`src/rtl/bus_arbiter_pkg.sv`:
```
`default_nettype none
// ---------------------------------------------------------------------------
// bus_arbiter_pkg : shared types, requester indices and parameter defaults
// Revision: 1.0
// ---------------------------------------------------------------------------
package bus_arbiter_pkg;

  typedef enum logic [2:0] {
    IDLE      = 3'd0,
    REQUEST   = 3'd1,
    WAIT_IDLE = 3'd2,
    OWN       = 3'd3,
    RELEASE   = 3'd4
  } arb_state_e;

  localparam int MON = 0;
  localparam int DMA = 1;

  localparam int BG_TIMEOUT_DEF = 1024;
  localparam int HOLD_MAX_DEF   = 256;
  localparam int CPU_GAP_DEF    = 4;

  function automatic logic [1:0] onehot2(input logic idx);
    return (idx == 1'(DMA)) ? 2'b10 : 2'b01;
  endfunction

endpackage
`default_nettype wire

```
`src/rtl/bus_arbiter_rr_select.sv`:
```
`default_nettype none
// ---------------------------------------------------------------------------
// rr_select : combinational 2-way round-robin pick (tie goes to non-last owner)
// Revision: 1.0
// ---------------------------------------------------------------------------
module rr_select
  import bus_arbiter_pkg::*;
(
  input  logic [1:0] req,
  input  logic       last_owner,
  output logic       valid,
  output logic       winner
);

  always_comb begin
    valid  = |req;
    winner = 1'(MON);
    if (req == 2'b10) begin
      winner = 1'(DMA);
    end else if (req == 2'b11) begin
      winner = ~last_owner;
    end
  end

endmodule
`default_nettype wire

```
`src/rtl/bus_arbiter.sv`:
```
`default_nettype none
// ---------------------------------------------------------------------------
// bus_arbiter : 68k-style BR/BG/BGACK handshake arbitrating two bus masters
// Revision: 1.0
// ---------------------------------------------------------------------------
module bus_arbiter
  import bus_arbiter_pkg::*;
#(
  parameter int BG_TIMEOUT = BG_TIMEOUT_DEF,
  parameter int HOLD_MAX   = HOLD_MAX_DEF,
  parameter int CPU_GAP    = CPU_GAP_DEF
) (
  input  logic       CPUCLK_IN,
  input  logic       RESET_n_IN,
  input  logic [1:0] REQ_IN,
  input  logic       BG_IN,
  input  logic       AS_IN,
  output logic       BR,
  output logic       BGACK,
  output logic [1:0] GNT,
  output logic       TIMEOUT,
  output logic       PREEMPT
);

  localparam int WAIT_W = $clog2(BG_TIMEOUT) + 1;
  localparam int HOLD_W = $clog2(HOLD_MAX) + 1;
  localparam int GAP_W  = $clog2(CPU_GAP) + 1;

  localparam logic [WAIT_W-1:0] WAIT_LAST = WAIT_W'(BG_TIMEOUT - 1);
  localparam logic [HOLD_W-1:0] HOLD_LAST = HOLD_W'(HOLD_MAX - 1);
  localparam logic [GAP_W-1:0]  GAP_FULL  = GAP_W'(CPU_GAP);

  arb_state_e        state_q, state_d;
  logic              winner_q, winner_d;
  logic              last_owner_q, last_owner_d;
  logic [WAIT_W-1:0] wait_q, wait_d;
  logic [HOLD_W-1:0] hold_q, hold_d;
  logic [GAP_W-1:0]  gap_q, gap_d;
  logic              br_q, br_d;
  logic              bgack_q, bgack_d;
  logic [1:0]        gnt_q, gnt_d;
  logic              timeout_q, timeout_d;
  logic              preempt_q, preempt_d;

  logic              pick_valid;
  logic              pick_winner;

  rr_select u_rr_select (
    .req        (REQ_IN),
    .last_owner (last_owner_q),
    .valid      (pick_valid),
    .winner     (pick_winner)
  );

  always_comb begin
    state_d      = state_q;
    winner_d     = winner_q;
    last_owner_d = last_owner_q;
    wait_d       = wait_q;
    hold_d       = hold_q;
    gap_d        = gap_q;
    br_d         = br_q;
    bgack_d      = bgack_q;
    gnt_d        = gnt_q;
    timeout_d    = 1'b0;
    preempt_d    = 1'b0;

    unique case (state_q)
      IDLE: begin
        br_d    = 1'b0;
        bgack_d = 1'b0;
        gnt_d   = 2'b00;
        // Requests seen during the CPU gap simply wait here until it expires.
        if (gap_q < GAP_FULL) begin
          gap_d = gap_q + 1'b1;
        end else if (pick_valid) begin
          winner_d = pick_winner;
          wait_d   = '0;
          br_d     = 1'b1;
          state_d  = REQUEST;
        end
      end

      REQUEST: begin
        if (!REQ_IN[winner_q]) begin
          br_d    = 1'b0;
          state_d = IDLE;
        end else if (BG_IN) begin
          state_d = WAIT_IDLE;
        end else if (wait_q == WAIT_LAST) begin
          timeout_d = 1'b1;
          br_d      = 1'b0;
          state_d   = IDLE;
        end else begin
          wait_d = wait_q + 1'b1;
        end
      end

      WAIT_IDLE: begin
        if (!BG_IN) begin
          wait_d  = '0;
          state_d = REQUEST;
        end else if (!AS_IN) begin
          br_d    = 1'b0;
          bgack_d = 1'b1;
          gnt_d   = onehot2(winner_q);
          hold_d  = '0;
          state_d = OWN;
        end
      end

      OWN: begin
        // A voluntary release beats the forced one in the same cycle.
        if (!REQ_IN[winner_q]) begin
          gnt_d   = 2'b00;
          state_d = RELEASE;
        end else if (hold_q == HOLD_LAST) begin
          gnt_d     = 2'b00;
          preempt_d = 1'b1;
          state_d   = RELEASE;
        end else begin
          hold_d = hold_q + 1'b1;
        end
      end

      RELEASE: begin
        bgack_d      = 1'b0;
        last_owner_d = winner_q;
        gap_d        = '0;
        state_d      = IDLE;
      end

      default: begin
        br_d    = 1'b0;
        bgack_d = 1'b0;
        gnt_d   = 2'b00;
        state_d = IDLE;
      end
    endcase
  end

  always_ff @(posedge CPUCLK_IN or negedge RESET_n_IN) begin
    if (!RESET_n_IN) begin
      state_q      <= IDLE;
      winner_q     <= 1'(MON);
      last_owner_q <= 1'(DMA);
      wait_q       <= '0;
      hold_q       <= '0;
      gap_q        <= GAP_FULL;
      br_q         <= 1'b0;
      bgack_q      <= 1'b0;
      gnt_q        <= 2'b00;
      timeout_q    <= 1'b0;
      preempt_q    <= 1'b0;
    end else begin
      state_q      <= state_d;
      winner_q     <= winner_d;
      last_owner_q <= last_owner_d;
      wait_q       <= wait_d;
      hold_q       <= hold_d;
      gap_q        <= gap_d;
      br_q         <= br_d;
      bgack_q      <= bgack_d;
      gnt_q        <= gnt_d;
      timeout_q    <= timeout_d;
      preempt_q    <= preempt_d;
    end
  end

  assign BR      = br_q;
  assign BGACK   = bgack_q;
  assign GNT     = gnt_q;
  assign TIMEOUT = timeout_q;
  assign PREEMPT = preempt_q;

endmodule
`default_nettype wire

```
`config.mk`:
```
export PLATFORM = sky130hd
export DESIGN_NAME = bus_arbiter
export DESIGN_NICKNAME = d
export VERILOG_FILES = /design/src/rtl/bus_arbiter_pkg.sv /design/src/rtl/bus_arbiter_rr_select.sv /design/src/rtl/bus_arbiter.sv
export SDC_FILE = /design/constraint.sdc
export NUM_CORES = 1
export LEC_CHECK = 0
export BUFFER_PORTS_ARGS = -buffer_cell sky130_fd_sc_hd__buf_4
export CAP_MARGIN = 40
export CORE_MARGIN = 5
export CORE_UTILIZATION = 50
export DETAILED_ROUTE_END_ITERATION = 7
export MAX_ROUTING_LAYER = met4
export PLACE_DENSITY = 0.79
export SLEW_MARGIN = 20
export SYNTH_ARGS = -nofsm -noshare
export SYNTH_HDL_FRONTEND = slang
export SYNTH_SLANG_ARGS = --single-unit
```
`constraint.sdc`:
```
create_clock -name CPUCLK_IN -period 2.2 [get_ports CPUCLK_IN]
set_clock_uncertainty 0.05 [all_clocks]
set_input_delay 0.33 -clock CPUCLK_IN [delete_from_list [all_inputs] [get_ports CPUCLK_IN]]
set_output_delay 0.33 -clock CPUCLK_IN [all_outputs]
set_load 0.005 [all_outputs]
```
==> impl_metrics.tcl <==
set metrics [dict create \
    num_antenna_cells 0 \
    period_needed_ns 2.00 \
    hold_viol 0 \
    final_net_count 223 \
    syn_avg_cell_area_um2 9.49 \
    grt_max_degree 35 \
    synthArstFlopShare_pct 100 \
    ioPinCount 12 \
    start_util_pct 50.9 \
    hold_class "in -> reg" \
    rrSetupSlack_ns 0.20 \
    final-seq-area_um2 853 \
    cts_tree "done" \
    dp_hpwl_um 2540 \
    synth_warnings 0 \
    hold_ws_ns 0.251 \
    yosys_most_used_dff "dfrtp_1" \
    ys_types 47 \
    drt_iter0_drc 112 \
    max_freq_ghz 0.500 \
    row_count 22 \
    outcome "finished clean" \
    relSlewSlack_pct 61.2 \
    worst_slew_pin_slew_ns 0.565 \
    stdcell_area_mm2 0.00213 \
    clkTransAtPathRegs_ns 0.07 \
    rsz0062_at_grt "no" \
    hold_path.startpoint "REQ_IN[1]" \
    cp-start-kind "register" \
    synth-seq-cells 34 \
    gp_congestion 0.812 \
    syn_area_mm2 0.00185 \
    maxCapViolations 0 \
    reg2reg_depth 8 \
    clk_latency_ns 0.29 \
    end_kind "register" \
    fin_crit_sh_pct 90.8 \
    ant_nets 0 \
    grt_pass1_wl_um 6410 \
    drc 0 \
    setup-violations-final 0 \
    antenna_found_initial 0 \
    synthTopCellsByCount "32 x dfrtp_1, 16 x nor2_1, 14 x nand2_1, 12 x nand3_1" \
    netlist_instances 195 \
    placed_area_mm2 0.00201 \
    yosysTopAreaCellShare_pct 43.3 \
    ir_drop_mv 0.494 \
    die-height_um 70.8 \
    dieArea_mm2 0.00502 \
    yosys-top-cells-area "dfrtp_1 43%, xnor2_1 3.3%, nand3_1 3.2%" \
    multi_input_area_um2 932 \
    numCtsBuffers 5 \
    yosysMostFrequentCell "dfrtp_1" \
    seq_area_frac_synth_pct 46.1 \
    min_to "winner_q" \
    grt_pass1_vias 1386 \
    required_ns 2.32 \
    critPathMaxFanout 12 \
    drt_pass1_iterations 4 \
    p_leak_nw 0.883 \
    arrival_ns 2.12 \
    r2r-end "hold_q[7]" \
    p_per_area_mw_per_mm2 1140 \
    wirelength_um 3620 \
    clock-sinks 34 \
    dieWidth_um 70.8 \
    yosysTopAreaCell "dfrtp_1" \
    htree_levels 2 \
    gr-total-overflow 0 \
    drv_slew 0 \
    power_mw 2.42 \
    syn_to_final_growth_pct 15.1 \
    fp.coreArea_mm2 0.00363 \
    grt_use_total_pct 16.4 \
    syn_nets 205 \
    layout-drive-gt1-share_pct 16.8 \
    fill_cells 317 \
    min_path_cells 3 \
    vias_per_cell 5.75 \
    clockBufferDepth 2 \
    io_buffers 11 \
    cts-root-buf "clkbuf_8" \
    critPathKind "reg -> reg" \
    vias 1507 \
    wl_per_cell_um 13.8 \
    r2r-start "hold_q[0]" \
    synth_enable_flop_cells 0 \
    postCtsSetupRepairBufs 0 \
]
-- stage by stage --
stage / setup TNS [ns] / instances / setup slack, ns / utilization (%)
finish: 0 / 262 / 0.202 / 58.6
global route: 0 / 262 / 0.0416 / 58.6
CTS: 0 / 262 / 0.213 / 58.6
detailed placement: -0.120 / 253 / -0.0327 / 55.3
global placement: 0 / 253 / 0.0557 / 55.3
floorplan: 0 / 195 / 0.366 / -
-- state kept, by name (all words and copies together) (netlist names) --
signal        cells
last_owner_q      1
hold_q            9
GNT               2
PREEMPT           1
TIMEOUT           1
BR                1
BGACK             1
wait_q           11
gap_q             3
state_q           3
winner_q          1
-- worst max path at each step --
stage               start        end  slack, ns
2_1_floorplan   hold_q[0]  hold_q[6]       0.37
4_1_cts         hold_q[0]  hold_q[7]       0.21
5_1_grt        state_q[0]  wait_q[9]       0.04
3_5_place_dp    hold_q[0]  hold_q[7]      -0.03
3_3_place_gp    hold_q[0]  hold_q[3]       0.06
6_report        hold_q[0]  hold_q[7]       0.20
-- worst max-delay path: stages (launching register included) --
cell and delay [ns]:
dfrtp_1 0.41, ha_1 0.25, nand3_1 0.09, nor2_1 0.04
ha_1 0.21, a2bb2oi_2 0.23, nor4_1 0.37, xnor2_1 0.17
nor2_1 0.06
-- timing repair --
item,in CTS,in global routing
setup endpoints to repair,5,0
hold endpoints to repair,32,0
gates resized for setup,1,0
hold buffers,1,0
-- area by class of cell --
| class | count | share of cell area [%] |
|---|---|---|
| tap | 48 | 2.82 |
| clock buffer | 7 | 3.58 |
| sequential | 34 | 40.0 |
| inverter | 11 | 1.94 |
| clock inverter | 1 | 1.41 |
| timing repair buffer | 18 | 6.46 |
| multi-input combinational | 143 | 43.7 |
-- metal layers --
metal	routed length [µm]	global-route usage (%)
met5	0	-
met2	1650	24.4
met1	1770	20.9
met4	33	4.80
met3	170	5.97
-- power breakdown --
part / switching [mW] / internal (mW)
Clock: 0.221 / 0.339
Combinational: 0.478 / 0.388
Sequential: 0.189 / 0.805
-- cell usage in the layout, fill, tap and decap left out, types with 2 or more instances in the layout --
master / instances
inv_1: 11
mux2i_1: 3
nor3_1: 10
nor4_1: 3
clkbuf_8: 5
nor3b_1: 2
ha_1: 4
nand2_1: 14
nor2_1: 16
nand3_1: 12
a21boi_0: 2
o41ai_1: 2
nor2b_1: 2
a31oi_1: 7
xnor2_1: 7
a22o_1: 2
o211ai_1: 4
clkbuf_1: 2
and4_1: 4
a41oi_1: 2
dfrtp_1: 32
dfstp_2: 2
nand2b_1: 5
a21oi_1: 8
nand4_1: 2
o21ai_0: 11
buf_4: 17
mux2_2: 2
-- cell families after synthesis --
family,Yosys count,synth area share [%]
adders and majority gates,4,2.70
and+or+nand+nor,78,22.6
xor gates and xnor gates,7,3.31
DFF,34,46.1
buffers and inverters,18,3.85
AOI/OAI and AO/OA,49,18.6
muxes,5,2.84
(Power assumes the default switching activity.)
